### src/rtl/exwb_stage_pkg.sv
// Shared constants and types for the execute/write-back stage and its helpers.
// Bit numbering is big-endian: bit 0 is the MSB and byte 0 occupies bits [0:7].
package exwb_stage_pkg;

    localparam int DATA_W = 64;
    localparam int ADDR_W = 5;
    localparam int BEN_W  = 8;
    localparam int PPP_W  = 3;

    // Participation codes; 101-111 are reserved and decode to an empty mask.
    localparam logic [0:PPP_W-1] PPP_ALL   = 3'b000;
    localparam logic [0:PPP_W-1] PPP_UPPER = 3'b001;
    localparam logic [0:PPP_W-1] PPP_LOWER = 3'b010;
    localparam logic [0:PPP_W-1] PPP_EVEN  = 3'b011;
    localparam logic [0:PPP_W-1] PPP_ODD   = 3'b100;

    // Element width codes shared with the ALU.
    typedef enum logic [0:1] {
        WW_BYTE   = 2'b00,
        WW_HALF   = 2'b01,
        WW_WORD   = 2'b10,
        WW_DOUBLE = 2'b11
    } ww_t;

    typedef struct packed {
        logic [0:ADDR_W-1] addr;
        logic [0:DATA_W-1] data;
        logic [0:BEN_W-1]  ben;
    } wb_entry_t;

endpackage

### src/rtl/exwb_stage_ppp_decode.sv
// Purpose: map a 3-bit participation field to a per-byte enable mask plus an illegal flag.
// Latency: purely combinational, zero cycles.
// Backpressure: none; no state and no handshake.
module ppp_decode
    import exwb_stage_pkg::*;
(
    input  logic [0:PPP_W-1] ppp,
    output logic [0:BEN_W-1] ben,
    output logic             illegal
);

    always_comb begin
        ben     = '0;
        illegal = 1'b0;
        case (ppp)
            PPP_ALL:   ben = 8'b11111111;
            PPP_UPPER: ben = 8'b11110000;
            PPP_LOWER: ben = 8'b00001111;
            PPP_EVEN:  ben = 8'b10101010;
            PPP_ODD:   ben = 8'b01010101;
            default:   illegal = 1'b1;
        endcase
    end

endmodule

### src/rtl/exwb_stage.sv
// Purpose: register ALU/load result with byte enables and hand it to the register file.
// Latency: one cycle from acceptance to wb_valid; throughput one entry per cycle.
// Backpressure: single holding entry; ex_ready drops only while the entry is stalled.
module exwb_stage
    import exwb_stage_pkg::*;
#(
    parameter int CNT_W = 32
) (
    input  logic              clk,
    input  logic              reset,
    input  logic              ex_valid,
    output logic              ex_ready,
    input  logic [0:DATA_W-1] alu_out,
    input  logic [0:DATA_W-1] mem_rd_data,
    input  logic              mem_to_reg,
    input  logic              reg_wr,
    input  logic [0:ADDR_W-1] rD,
    input  logic [0:PPP_W-1]  PPP,
    output logic              wb_valid,
    input  logic              wb_ready,
    output logic [0:ADDR_W-1] wb_addr,
    output logic [0:DATA_W-1] wb_data,
    output logic [0:BEN_W-1]  wb_byte_en,
    output logic              fwd_valid,
    output logic [0:ADDR_W-1] fwd_addr,
    output logic [0:DATA_W-1] fwd_data,
    output logic              ppp_err,
    output logic [CNT_W-1:0]  commit_cnt
);

    logic             valid_q;
    wb_entry_t        entry_q;
    logic             ppp_err_q;
    logic [CNT_W-1:0] cnt_q;

    logic [0:BEN_W-1] dec_ben;
    logic             dec_illegal;
    logic             load;
    logic             commit;

    ppp_decode u_ppp_decode (
        .ppp     (PPP),
        .ben     (dec_ben),
        .illegal (dec_illegal)
    );

    assign ex_ready = !valid_q || wb_ready;
    assign load     = ex_valid && ex_ready && reg_wr;
    assign commit   = valid_q && wb_ready;

    // A load on the same edge as a commit simply overwrites the departing entry.
    always_ff @(posedge clk or posedge reset) begin
        if (reset) begin
            valid_q <= 1'b0;
            entry_q <= '0;
        end else if (load) begin
            valid_q      <= 1'b1;
            entry_q.addr <= rD;
            entry_q.data <= mem_to_reg ? mem_rd_data : alu_out;
            entry_q.ben  <= dec_ben;
        end else if (commit) begin
            valid_q <= 1'b0;
        end
    end

    // Illegal codes still occupy a slot and commit as a no-op write.
    always_ff @(posedge clk or posedge reset) begin
        if (reset) begin
            ppp_err_q <= 1'b0;
        end else if (load && dec_illegal) begin
            ppp_err_q <= 1'b1;
        end
    end

    always_ff @(posedge clk or posedge reset) begin
        if (reset) begin
            cnt_q <= '0;
        end else if (commit) begin
            cnt_q <= cnt_q + CNT_W'(1);
        end
    end

    assign wb_valid   = valid_q;
    assign wb_addr    = entry_q.addr;
    assign wb_data    = entry_q.data;
    assign wb_byte_en = entry_q.ben;

    assign fwd_valid  = valid_q;
    assign fwd_addr   = entry_q.addr;
    assign fwd_data   = entry_q.data;

    assign ppp_err    = ppp_err_q;
    assign commit_cnt = cnt_q;

endmodule

### config.mk
export PLATFORM = sky130hd
export DESIGN_NAME = exwb_stage
export DESIGN_NICKNAME = d
export VERILOG_FILES = /design/src/rtl/exwb_stage_pkg.sv /design/src/rtl/exwb_stage_ppp_decode.sv /design/src/rtl/exwb_stage.sv
export SDC_FILE = /design/constraint.sdc
export NUM_CORES = 1
export LEC_CHECK = 0
export BUFFER_PORTS_ARGS = -buffer_cell sky130_fd_sc_hd__buf_2
export CORE_AREA = 8 8 120 122
export CTS_CLUSTER_DIAMETER = 40
export DETAILED_ROUTE_END_ITERATION = 12
export DIE_AREA = 0 0 128 130
export HOLD_SLACK_MARGIN = 0.06
export PLACE_DENSITY = 0.8
export SYNTH_ARGS = -nofsm -noshare
export SYNTH_HDL_FRONTEND = slang
export SYNTH_SLANG_ARGS = --single-unit
### constraint.sdc
create_clock -name clk -period 10.3 [get_ports clk]
set_input_delay 1.545 -clock clk [delete_from_list [all_inputs] [get_ports clk]]
set_output_delay 1.545 -clock clk [all_outputs]
set_load 0.02 [all_outputs]
==> implementation parameters <==
Parameter                              Value

Setup path
  Arrival time at the worst endpoint    2190 ps
  Worst reg-to-reg setup slack    7930 ps
  CP Capture Type    output pin
  Data required, critical path    8760 ps
  Crit path from    wb_ready
  Last element of the critical path    ex_ready
  Endpoint of the lowest-slack register-to-register path    wb_byte_en[5]
  Critical path launch point type    input port
  FF-to-FF Start    fwd_valid
  Largest driver fanout on the critical path    5
  Category of the critical setup timing path    input port to output pin
  Depth of the worst register-to-register path    5

Die
  Num rows    41
  Die Outline Area    16,600 um2
  Number of placed I/O pins    324
  Core Area    12,400 um2
  Starting Density    0.432
  Die span in y    130 um
  Die Width    128 um

STA
  Fin crit period    3730 ps
  Unrepaired setup endpoints after global routing    false
  Skew final    9.95 ps
  Count of endpoints failing hold in the final timing report    0
  Crit share post-route    0.362
  Max-slew headroom    0.490
  Count of endpoints failing setup in the final report    0
  Total negative setup slack    0 ps
  Final number of max-transition violations    0
  Actual transition at the worst max-transition pin    765 ps
  Max Clk Rate    0.268 GHz

Worst hold path
  Type of the tightest min-delay check    flop to flop
  Worst hold path cell count    1

Layout
  Commonest non-fill, non-tap cell in the layout    sky130_fd_sc_hd__buf_2
  Share of post-route cells with drive strength above 1    0.462
  Count of antenna diodes in the layout    0
  Non-filler instance count after layout    941
  Final #Nets    908
  Most frequent cells in the layout    sky130_fd_sc_hd__buf_2 (322), sky130_fd_sc_hd__dfrtp_1 (107), sky130_fd_sc_hd__nand2_1 (90)
  Signed area change from the synthesized netlist to the final layout    27.8%
  Final core utilization    0.553
  Number of inserted filler cells in the final layout    1,188

Power and ir drop
  Largest voltage drop on the vdd net    0.121 mV
  LEAKAGE    0.00391 uW
  Power per Cell Area    181 nW/um2
  Total chip power    1240 uW

Drt
  Overall routed net length    15,800 um
  Wire per inst    16.8 um
  Total DRC errors in the routed layout    0
  First drt pass iteration count    4
  DRC violation total after the first TritonRoute iteration    179
  Post-DRT Antenna Nets    0
  Detail-routed via count per cell    4.71
  Detailed-route via count    4,433

Logic synthesis
  Async set-reset flop share out of synthesis    1.00
  Cell area after technology mapping    5370 um2
  Synth Register Bits    107
  Share of Yosys cell area claimed by the top area cell type    0.499
  Post-synth top flop    sky130_fd_sc_hd__dfrtp_1
  Sequential share of the synthesized area    0.499
  Number of standard cells after synthesis    526
  Leading post-synthesis cells by cell area    sky130_fd_sc_hd__dfrtp_1 (50%), sky130_fd_sc_hd__mux2i_1 (12%), sky130_fd_sc_hd__buf_4 (10%)
  Count of unique library cells instantiated by Yosys    35
  Largest area contributor in the synthesized netlist    sky130_fd_sc_hd__dfrtp_1
  Total nets after synthesis    669
  Avg Cell Area, Syn    10.2 um2
  Number of enable flip-flop cells after synthesis    0
  Ys Warns    0

Global route
  Largest net degree at the start of global routing    83
  Number of global-route vias before repair    4,573
  Number of antenna violations at the first check in global routing    0
  GRT Residual Overflow    0
  GRT Overall Usage    0.180
  First-pass GRT wire length    23,700 um

Placement
  Inst Count DP    926
  Half-perimeter wire length of the detailed placement result    12,700 um
  Count of buffers from port buffering    323
  Routability-driven placement congestion ratio    0.834

Clocking
  Cts-stage hold buffer count    0
  TritonCTS Buffers    9
  H-tree depth reported by CTS    3
  Clock slew at reported path FFs    70 ps
  Sink Count    107
  Buffers from clock root to sink, at most    2
  # Post-CTS Setup Buffers    0
  Buffer cell driving the clock tree root    sky130_fd_sc_hd__clkbuf_16
  Worst skew pair latency    340 ps
  CTS tree    built
  Quantity of gates resized following cts    0

Flow run
  Max-cap violation count    0

Outcome
  Outcome    completed
[flip-flops by register name (all words and copies together) (netlist names)]
register,count
ppp_err,1
fwd_addr,5
commit_cnt,32
fwd_valid,1
wb_byte_en,4
fwd_data,64
[power by group]
part	leakage (uW)	switching (uW)	internal, uW	total [uW]
logic	0.00243	254	132	386
clock network	0.000131	151	171	321
registers	0.00135	55.2	480	535
[cell type report]
cell class / count / area, um2 / area share
Sequential cell: 107 / 2680 / 0.390
Multi-Input combinational cell: 314 / 2020 / 0.294
Timing Repair Buffer: 327 / 1650 / 0.240
Clock buffer: 10 / 239 / 0.0348
Tap cell: 172 / 215 / 0.0314
Clock inverter: 5 / 37.5 / 0.00547
Inverter: 6 / 25.0 / 0.00365
[synth_stat cells (2+ instances only)]
cell	count
sky130_fd_sc_hd__dfrtp_1	107
sky130_fd_sc_hd__nand2_1	90
sky130_fd_sc_hd__buf_4	74
sky130_fd_sc_hd__o21ai_0	65
sky130_fd_sc_hd__mux2i_1	64
sky130_fd_sc_hd__clkbuf_1	19
sky130_fd_sc_hd__xor2_1	17
sky130_fd_sc_hd__xnor2_1	14
sky130_fd_sc_hd__nand3_1	12
sky130_fd_sc_hd__nand4_1	8
sky130_fd_sc_hd__nor2_1	7
sky130_fd_sc_hd__inv_1	6
sky130_fd_sc_hd__nor3_1	6
sky130_fd_sc_hd__buf_2	4
sky130_fd_sc_hd__and3_1	3
sky130_fd_sc_hd__and3_2	3
sky130_fd_sc_hd__nor2b_1	3
sky130_fd_sc_hd__nor4_1	3
sky130_fd_sc_hd__a211oi_1	2
sky130_fd_sc_hd__a21o_1	2
sky130_fd_sc_hd__nor4_2	2
sky130_fd_sc_hd__o31ai_1	2
[layer usage]
| metal | wire length (um) | track usage |
|---|---|---|
| met1 | 6140 | 0.195 |
| met2 | 8150 | 0.326 |
| met3 | 1400 | 0.0653 |
| met4 | 156 | 0.0476 |
| met5 | 0 | 0 |
[through the flow]
stage | worst slack (ps) | hold WS (ps) | instance area, um2
3_5_place_dp | 6570 | 458 | 6580
6_report | 6570 | 469 | 6860
4_1_cts | 6570 | 475 | 6860
5_1_grt | 6550 | 483 | 6860
2_1_floorplan | 5940 | 582 | 5370
3_3_place_gp | 6580 | 456 | 6580
[how the worst min path moves through the flow]
stage	from	endpoint	slack, ps
after floorplan	commit_cnt[31]	commit_cnt[31]	580
after global placement	ppp_err	ppp_err	460
after detailed placement	ppp_err	ppp_err	460
after CTS	ppp_err	ppp_err	480
after global routing	ppp_err	ppp_err	480
final	ppp_err	ppp_err	470
[worst max-delay path, stage by stage]
cell and delay, ps:
sky130_fd_sc_hd__buf_2 130, sky130_fd_sc_hd__or2b_2 340, sky130_fd_sc_hd__buf_2 180
[kinds of logic after synthesis]
family / share of synthesized area
multiplexers: 0.121
flip-flops: 0.499
AND/OR/NAND/NOR: 0.128
buffers and inverters: 0.128
AO/OA/AOI/OAI: 0.0704
adder cells (fa/ha/maj): 0.00233
XOR/XNOR: 0.0506
Power figures use the tool's default switching activity.
